`src/rtl/cc_mux_scan_sequencer_pkg.sv`:
```
// Shared definitions for the mux scan sequencer: FSM encoding and default sizing.
package cc_mux_scan_sequencer_pkg;

  localparam int MUXSCAN_SELECTWIDTH_DEF = 2;
  localparam int MUXSCAN_DATAWIDTH_DEF   = 4;
  localparam int MUXSCAN_PERIODWIDTH_DEF = 16;
  localparam int CHANNELS                = MUXSCAN_DATAWIDTH_DEF;

  typedef enum logic [1:0] {
    ST_IDLE   = 2'b00,
    ST_DWELL  = 2'b01,
    ST_SAMPLE = 2'b10
  } muxscan_state_t;

endpackage

```
`src/rtl/cc_mux_next_channel.sv`:
```
// Rotating priority encoder: first set mask bit strictly above i_current, wrapping.
// With i_current = all-ones it returns the lowest set bit.
module cc_mux_next_channel
  import cc_mux_scan_sequencer_pkg::*;
#(
  parameter int SELECTWIDTH = MUXSCAN_SELECTWIDTH_DEF,
  parameter int DATAWIDTH   = CHANNELS
) (
  input  logic [DATAWIDTH-1:0]   i_mask,
  input  logic [SELECTWIDTH-1:0] i_current,
  output logic [SELECTWIDTH-1:0] o_next,
  output logic                   o_wrap,
  output logic                   o_any
);

  logic [SELECTWIDTH-1:0] w_next;
  logic [SELECTWIDTH-1:0] w_cand;

  // Walk offsets from farthest to nearest so the nearest set bit wins.
  always_comb begin
    w_next = i_current;
    w_cand = i_current;
    for (int k = DATAWIDTH; k >= 1; k--) begin
      w_cand = i_current + SELECTWIDTH'(k);
      if (i_mask[w_cand]) begin
        w_next = w_cand;
      end else begin
        w_next = w_next;
      end
    end
  end

  assign o_next = w_next;
  assign o_any  = |i_mask;
  assign o_wrap = (w_next <= i_current);

endmodule

```
`src/rtl/cc_mux_scan_sequencer.sv`:
```
// Steps a mux select through the enabled channels with a programmable dwell,
// sampling the mux output back on the last cycle of each channel.
module cc_mux_scan_sequencer
  import cc_mux_scan_sequencer_pkg::*;
#(
  parameter int MUXSCAN_SELECTWIDTH = MUXSCAN_SELECTWIDTH_DEF,
  parameter int MUXSCAN_DATAWIDTH   = MUXSCAN_DATAWIDTH_DEF,
  parameter int MUXSCAN_PERIODWIDTH = MUXSCAN_PERIODWIDTH_DEF
) (
  input  logic                           CC_MUXSCAN_CLOCK_50,
  input  logic                           CC_MUXSCAN_RESET_InLow,
  input  logic                           CC_MUXSCAN_enable_In,
  input  logic [MUXSCAN_DATAWIDTH-1:0]   CC_MUXSCAN_mask_InBUS,
  input  logic [MUXSCAN_PERIODWIDTH-1:0] CC_MUXSCAN_period_InBUS,
  input  logic                           CC_MUXSCAN_z_In,
  output logic [MUXSCAN_SELECTWIDTH-1:0] CC_MUXSCAN_select_OutBUS,
  output logic [MUXSCAN_DATAWIDTH-1:0]   CC_MUXSCAN_data_OutBUS,
  output logic                           CC_MUXSCAN_sample_Out,
  output logic                           CC_MUXSCAN_frame_Out,
  output logic                           CC_MUXSCAN_busy_Out
);

  localparam logic [MUXSCAN_PERIODWIDTH-1:0] P_ONE = {{(MUXSCAN_PERIODWIDTH-1){1'b0}}, 1'b1};

  muxscan_state_t                 r_state,  w_state_nx;
  logic [MUXSCAN_SELECTWIDTH-1:0] r_select, w_select_nx;
  logic [MUXSCAN_DATAWIDTH-1:0]   r_data,   w_data_nx;
  logic [MUXSCAN_PERIODWIDTH-1:0] r_count,  w_count_nx;
  logic                           r_sample, w_sample_nx;
  logic                           r_frame,  w_frame_nx;
  logic                           r_busy,   w_busy_nx;

  logic [MUXSCAN_PERIODWIDTH-1:0] w_load;
  logic [MUXSCAN_SELECTWIDTH-1:0] w_cur;
  logic [MUXSCAN_SELECTWIDTH-1:0] w_next;
  logic                           w_wrap;
  logic                           w_any;

  // A zero period behaves as a one-cycle dwell.
  assign w_load = (CC_MUXSCAN_period_InBUS == '0) ? '0 : (CC_MUXSCAN_period_InBUS - P_ONE);
  assign w_cur  = (r_state == ST_SAMPLE) ? r_select : '1;

  cc_mux_next_channel #(
    .SELECTWIDTH (MUXSCAN_SELECTWIDTH),
    .DATAWIDTH   (MUXSCAN_DATAWIDTH)
  ) u_next (
    .i_mask    (CC_MUXSCAN_mask_InBUS),
    .i_current (w_cur),
    .o_next    (w_next),
    .o_wrap    (w_wrap),
    .o_any     (w_any)
  );

  // Next-state and next-output logic for the scan FSM.
  always_comb begin
    w_state_nx  = r_state;
    w_select_nx = r_select;
    w_data_nx   = r_data;
    w_count_nx  = r_count;
    w_sample_nx = 1'b0;
    w_frame_nx  = 1'b0;
    case (r_state)
      ST_IDLE: begin
        if (CC_MUXSCAN_enable_In && w_any) begin
          w_select_nx = w_next;
          w_count_nx  = w_load;
          w_state_nx  = ST_DWELL;
        end else begin
          w_state_nx = ST_IDLE;
        end
      end
      ST_DWELL: begin
        if (!CC_MUXSCAN_enable_In) begin
          w_state_nx = ST_IDLE;
        end else if (r_count == '0) begin
          w_state_nx = ST_SAMPLE;
        end else begin
          w_count_nx = r_count - P_ONE;
        end
      end
      ST_SAMPLE: begin
        w_data_nx[r_select] = CC_MUXSCAN_z_In;
        w_sample_nx         = 1'b1;
        w_frame_nx          = w_wrap & w_any;
        if (!w_any || !CC_MUXSCAN_enable_In) begin
          w_state_nx = ST_IDLE;
        end else begin
          w_select_nx = w_next;
          w_count_nx  = w_load;
          w_state_nx  = ST_DWELL;
        end
      end
      default: begin
        w_state_nx = ST_IDLE;
      end
    endcase
    w_busy_nx = (w_state_nx != ST_IDLE);
  end

  // State and output registers; reset clears any partial capture.
  always_ff @(posedge CC_MUXSCAN_CLOCK_50) begin
    if (!CC_MUXSCAN_RESET_InLow) begin
      r_state  <= ST_IDLE;
      r_select <= '0;
      r_data   <= '0;
      r_count  <= '0;
      r_sample <= 1'b0;
      r_frame  <= 1'b0;
      r_busy   <= 1'b0;
    end else begin
      r_state  <= w_state_nx;
      r_select <= w_select_nx;
      r_data   <= w_data_nx;
      r_count  <= w_count_nx;
      r_sample <= w_sample_nx;
      r_frame  <= w_frame_nx;
      r_busy   <= w_busy_nx;
    end
  end

  assign CC_MUXSCAN_select_OutBUS = r_select;
  assign CC_MUXSCAN_data_OutBUS   = r_data;
  assign CC_MUXSCAN_sample_Out    = r_sample;
  assign CC_MUXSCAN_frame_Out     = r_frame;
  assign CC_MUXSCAN_busy_Out      = r_busy;

endmodule

```
`config.mk`:
```
export PLATFORM = sky130hd
export DESIGN_NAME = cc_mux_scan_sequencer
export DESIGN_NICKNAME = d
export VERILOG_FILES = /design/src/rtl/cc_mux_scan_sequencer_pkg.sv /design/src/rtl/cc_mux_next_channel.sv /design/src/rtl/cc_mux_scan_sequencer.sv
export SDC_FILE = /design/constraint.sdc
export NUM_CORES = 1
export LEC_CHECK = 0
export CORE_MARGIN = 10
export CORE_UTILIZATION = 53
export DETAILED_ROUTE_END_ITERATION = 8
export PLACE_DENSITY = 0.8
export SETUP_SLACK_MARGIN = 0.02
export SLEW_MARGIN = 5
export SYNTH_ARGS = -nofsm -noshare
export SYNTH_HDL_FRONTEND = slang
export SYNTH_HIERARCHICAL = 1
export SYNTH_SLANG_ARGS = --single-unit
```
`constraint.sdc`:
```
create_clock -name CC_MUXSCAN_CLOCK_50 -period 5 [get_ports CC_MUXSCAN_CLOCK_50]
set_input_delay 0.75 -clock CC_MUXSCAN_CLOCK_50 [delete_from_list [all_inputs] [get_ports CC_MUXSCAN_CLOCK_50]]
set_output_delay 0.75 -clock CC_MUXSCAN_CLOCK_50 [all_outputs]
set_load 0.01 [all_outputs]
```
Word-level counts from Yosys, hierarchy flattened
Index checks and enable logic that the tools add are counted.

Register bits: 27. Logic and storage cells: 68. Memory bits (writable): 0. Memories: 0. Bits in latches: 0. Bits of input ports: 24. Output and inout port bits: 9. ROM bits: 0.

Mux-type cells: 28. Multiply operators: 0. Eq/ne operators: 6. Add/sub/neg operators: 5. Reduce and logical (&&, ||, !) cells: 15. $lt $le $gt $ge: 6. Shift-type cells: 0. Div/mod/pow operators: 0. Bitwise gates (word level): 1.

Operators by type and width (count): $mux W16 (5); $pmux W16 S3 (1); $logic_not A16 Y1 (2); $sub A16 B1 Y16 const B (2); $mux W2 (8); $lt A2 B3 Y1 const B (4); $ne A2 B2 Y1 const B (4); $mux W1 (7); $bmux W1 S2 (3); $pmux W2 S3 (1); $reduce_and A5 Y1 (1); $add A2 B2 Y2 const B (2); $bwmux W4 (1); $pmux W2 S2 (1); $reduce_bool A2 Y1 (2); $reduce_or A4 Y1 (1); $reduce_and A3 Y1 (1); $reduce_bool A3 Y1 (1); $add A2 B1 Y2 const B (1); $demux W1 S2 (1); $eq A2 B1 Y1 const B (1); $eq A2 B2 Y1 const B (1); $ge A2 B1 Y1 const B (1); $le A2 B2 Y1 (1); other kinds (6) (8).

Longest topological paths before layout
Depth in word-level cells: 10. Gate-level depth with buffers: 9. Gate-level depth less buffers: 9.

Hierarchy
Netlist, hierarchy kept.

Modules (own cells, without submodules): cc_mux_scan_sequencer (sequential area each 540.5 µm², area each 1719.1 µm², cells an instance 211, times used 1); cc_mux_next_channel (sequential area each 0.0 µm², area each 130.1 µm², cells an instance 21, times used 1).

Worst setup path before layout
OpenSTA, ideal clock, no wires.

Kind: in2reg. Start point: input port CC_MUXSCAN_period_InBUS[10]. End point: register r_count[10]. Required time: 4883 ps. Data arrival time: 2367 ps. Library setup time: 117 ps. Slack: 2515 ps. Path buffers: 1. Stages on the path: 6. Cell sequence: or3_4 > or4_4 > o41ai_4 > buf_6 > o32ai_1 > a32o_1.

Cells in the longest elaborated chain, start to end: 4. Elaborated cells on any way between the ends: 6. Classes of those cells: add/sub: 1; mux: 4; reduce/logical: 1.

RTL lines: start: declaration (line cc_mux_scan_sequencer.sv:14) `input logic [MUXSCAN_PERIODWIDTH-1:0] CC_MUXSCAN_period_InBUS,`; $sub A16 B1 Y16 or $logic_not A16 Y1 (tied branches) (line cc_mux_scan_sequencer.sv:40) `assign w_load = (CC_MUXSCAN_period_InBUS == '0) ? '0 : (CC_MUXSCAN_period_InBUS - P_ONE);`; $mux W16 (*) (line cc_mux_scan_sequencer.sv:40); $mux W16 (on tied branches) (line cc_mux_scan_sequencer.sv:85, cc_mux_scan_sequencer.sv:64); $pmux W16 S3 (*) (line cc_mux_scan_sequencer.sv:62) `case (r_state)`; end signal: assignment (line cc_mux_scan_sequencer.sv:114) `r_count <= w_count_nx;`; end: declaration (line cc_mux_scan_sequencer.sv:28) `logic [MUXSCAN_PERIODWIDTH-1:0] r_count, w_count_nx;`.

Every way passes the cells marked *; elsewhere a longest branch is shown, timed or not. The select of a mux whose other input is x is not followed. A chain may end at the register's enable or synchronous reset.

Worst setup path in the final report
Start point: input port CC_MUXSCAN_period_InBUS[10]. End point: register r_count[6].

Cells in the longest elaborated chain, start to end: 4. Elaborated cells on any way between the ends: 5. Classes of those cells: mux: 4; reduce/logical: 1.

RTL lines (line): $logic_not A16 Y1 (*) (cc_mux_scan_sequencer.sv:40); $mux W16 (*) (cc_mux_scan_sequencer.sv:40); $mux W16 (on tied branches) (cc_mux_scan_sequencer.sv:85, cc_mux_scan_sequencer.sv:64); $pmux W16 S3 (*) (cc_mux_scan_sequencer.sv:62).

Marked as above.

==> flow_summary_export.csv <==
group,metric,value,unit
critical_path,critical_path_class,"input port to flip-flop",
drt,drcViolationCount,0,
drt,via_per_inst,5.921,
floorplanning,start_util,54.99,%
power_and_ir_drop,power_density,225.8,mW/mm^2
final_layout,final_core_util,65.77,%
synthesis,avgSynthCellArea,7.971,sq um
critical_path,critical_path_required,5.23,ns
clock_network,cts_buffer_depth,2,
global_routing,grt_pass1_wl,7638,um
synthesis,syn_inst,232,
timing,setup_tns,0,ns
critical_path,worstSetupStartpointType,"input port",
clock_network,clock-sinks,27,
clock_network,post-cts-setup-buffers,0,
floorplanning,dieArea,0.006252,sq mm
floorplanning,ios,33,
timing,fmax,324.1,MHz
timing,slew_viol_final,0,
placement,hpwlAfterDp,3346,um
worst_hold_path,hold_class,"flip-flop to flip-flop",
timing,rsz0062_at_grt,"false",
clock_network,cts-hold-fix-buffers,0,
synthesis,yosys-top-cells-count,"dfxtp_1 (27), nand2_1 (21), nor2_1 (19)",
timing,fin_skew,0.001412,ns
clock_network,cts-root-buf,"clkbuf_4",
critical_path,cp_max_fo,16,
floorplanning,core-area,0.003363,sq mm
run,drv_cap,0,
timing,setup_viol,0,
critical_path,arrival,3.32,ns
timing,slew_headroom,35.80,%
drt,wirelength,4460,um
synthesis,synth_area_leaders,"dfxtp_1 (29%), o21ai_0 (4.3%), nand2_1 (4.3%), xnor2_1 (4.3%), ha_1 (4.1%)",
run_status,status,"finished, final reports clean",
timing,period_share,61.70,%
global_routing,antenna_found_initial,0,
timing,hold_viol,0,
global_routing,grt_util_all_layers,14.16,%
synthesis,yosys.area.top_type,"dfxtp_1",
power_and_ir_drop,leakagePower,0.8171,nW
final_layout,nets,290,
floorplanning,dieHeight,79.07,um
synthesis,syn-num-nets,262,
clock_network,clk_pin_slew,0.14,ns
placement,portBuffers,32,
final_layout,seq_area,540.5,sq um
floorplanning,die-width,79.07,um
synthesis,ys_ff_latch,27,
timing,worstMarginPinSlew,0.9598,ns
final_layout,area_delta_synth_final,19.62,%
clock_network,cts_tree,"built",
clock_network,clock_latency,0.32,ns
power_and_ir_drop,ir_worst_vdd,216.4,uV
synthesis,synth_edf_count,0,
placement,gp_congestion,0.8395,
final_layout,n_fill_cell,315,
drt,drtPass1Iterations,5,
final_layout,drive_gt1_share,4.633,%
synthesis,postSynth.asyncResetShare,0,%
critical_path,cp_slowest_cell,"o41ai_4",
synthesis,synth_seq_area_share,29.23,%
drt,wire_per_inst,14.62,um
global_routing,grt_max_degree,27,
final_layout,multi_input_area,0.001234,sq mm
critical_path,setup.worst_path.end_class,"flip-flop",
clock_network,htree_levels,1,
synthesis,yosysMostFrequentCell,"dfxtp_1",
global_routing,grt-ovfl-total,0,
synthesis,synth_flop_cell,"dfxtp_1",
synthesis,syn_area,0.001849,sq mm
drt,drt-initial-drc-count,125,
clock_network,cts_resized,0,
synthesis,synth_top_area_share,29.23,%
critical_path,worstPathCellList,"clkdlybuf4s50_1 -> or3_4 -> or4_4 -> o41ai_4 -> o32ai_1 -> a22oi_1 -> nor2b_1",
drt,ant_nets,0,
drt,vias,1806,
synthesis,ys_warn_count,6,
timing,period_needed,3.085,ns
final_layout,antenna_cells,0,
floorplanning,rows,21,
synthesis,yosysUniqueCellTypes,46,
critical_path,slowest_delay,0.78,ns
clock_network,cts_buffers,3,
global_routing,grt_pass1_vias,1651,
-- final timing paths --
path / start / end / slack (ns) / depth (start not counted)
setup / recovery: CC_MUXSCAN_period_InBUS[10] / r_count[6]$_SDFFE_PN0P_ / 1.91 / 7
hold reg to reg: r_count[8]$_SDFFE_PN0P_ / r_count[8]$_SDFFE_PN0P_ / 0.50 / 2
setup reg to reg: r_count[9]$_SDFFE_PN0P_ / r_count[13]$_SDFFE_PN0P_ / 2.71 / 6
hold / removal: r_count[8]$_SDFFE_PN0P_ / r_count[8]$_SDFFE_PN0P_ / 0.50 / 2
-- worst max-delay path: cells and delay by family --
kind,cells,cell delay (ns)
buffers and inverters,1,0.46
AND/OR/NAND/NOR,3,0.94
AO/OA/AOI/OAI,3,1.16
-- final cells by class --
type	count	area share [%]
Multi-Input combinational cell	188	55.77
Timing Repair Buffer	33	14.82
Tap cell	46	2.602
Clock buffer	4	1.188
Inverter	7	1.188
Sequential cell	27	24.43
-- sequential cells by signal, indices dropped and copies added (netlist names) --
name,flops
r_count,16
CC_MUXSCAN_data_OutBUS,4
CC_MUXSCAN_select_OutBUS,2
r_state,2
CC_MUXSCAN_busy_Out,1
CC_MUXSCAN_frame_Out,1
CC_MUXSCAN_sample_Out,1
-- stage by stage --
step / hold WS (ns) / worst slack, ns / instances / power [W] / cell area, sq um
3_3_place_gp: 0.4661 / 1.629 / 301 / 0.0004064 / 2186
2_1_floorplan: 0.4496 / 2.515 / 232 / 0.0003556 / 1849
4_1_cts: 0.4989 / 1.958 / 305 / 0.0005014 / 2212
5_1_grt: 0.5304 / 1.797 / 305 / 0.0005323 / 2212
3_5_place_dp: 0.4837 / 1.609 / 301 / 0.0004079 / 2186
6_report: 0.4981 / 1.915 / 305 / 0.0004994 / 2212
-- where the power goes --
part	total (W)	internal (W)	switching, W
registers	0.000244	0.000230	0.0000149
clock network	0.0000935	0.0000313	0.0000622
logic	0.000161	0.0000727	0.0000888
-- layout by cell type (no fill, tap or decap), types with 3 or more instances in the layout --
| cell type | synthesis | routed |
|---|---|---|
| and2_1 | 3 | 3 |
| dfxtp_1 | 27 | 27 |
| o22ai_1 | 6 | 6 |
| nor4_1 | 5 | 5 |
| o21ai_0 | 16 | 16 |
| a21boi_0 | 5 | 5 |
| ha_1 | 6 | 6 |
| nand2_1 | 21 | 21 |
| o32ai_1 | 3 | 3 |
| a22oi_1 | 4 | 4 |
| clkdlybuf4s50_1 | 0 | 32 |
| a21oi_1 | 9 | 9 |
| nor2_1 | 19 | 19 |
| xor2_1 | 4 | 4 |
| mux2i_1 | 4 | 4 |
| clkbuf_4 | 0 | 3 |
| nor2b_1 | 11 | 11 |
| inv_1 | 7 | 7 |
| xnor2_1 | 9 | 9 |
| nand3_1 | 7 | 7 |
| and3_1 | 3 | 3 |
| nand2b_1 | 5 | 5 |
| a32o_1 | 6 | 6 |
| nor3_1 | 11 | 11 |
| or3_1 | 7 | 7 |
-- cell families (layout without fill, tap and decap cells) --
| kind of cell | count (synthesis) | count (layout) | synth area share, % |
|---|---|---|---|
| flops | 27 | 27 | 29.23 |
| mux | 4 | 4 | 2.165 |
| buf+inv | 17 | 44 | 4.059 |
| simple gates | 105 | 105 | 31.06 |
| fa+ha+maj | 6 | 6 | 4.059 |
| compound gates | 60 | 60 | 23.28 |
| xor+xnor | 13 | 13 | 6.157 |
-- layer usage --
layer | up-vias | track usage [%] | share of wire (%) | wire (um)
met4 | 0 | 2.867 | 0.43 | 19
met1 | 840 | 18.15 | 46 | 2064
met5 | - | 0 | 0 | 0
met2 | 57 | 23.41 | 48 | 2119
li1 | 904 | - | - | -
met3 | 5 | 3.491 | 5.7 | 256
(Power assumes the default switching activity.)
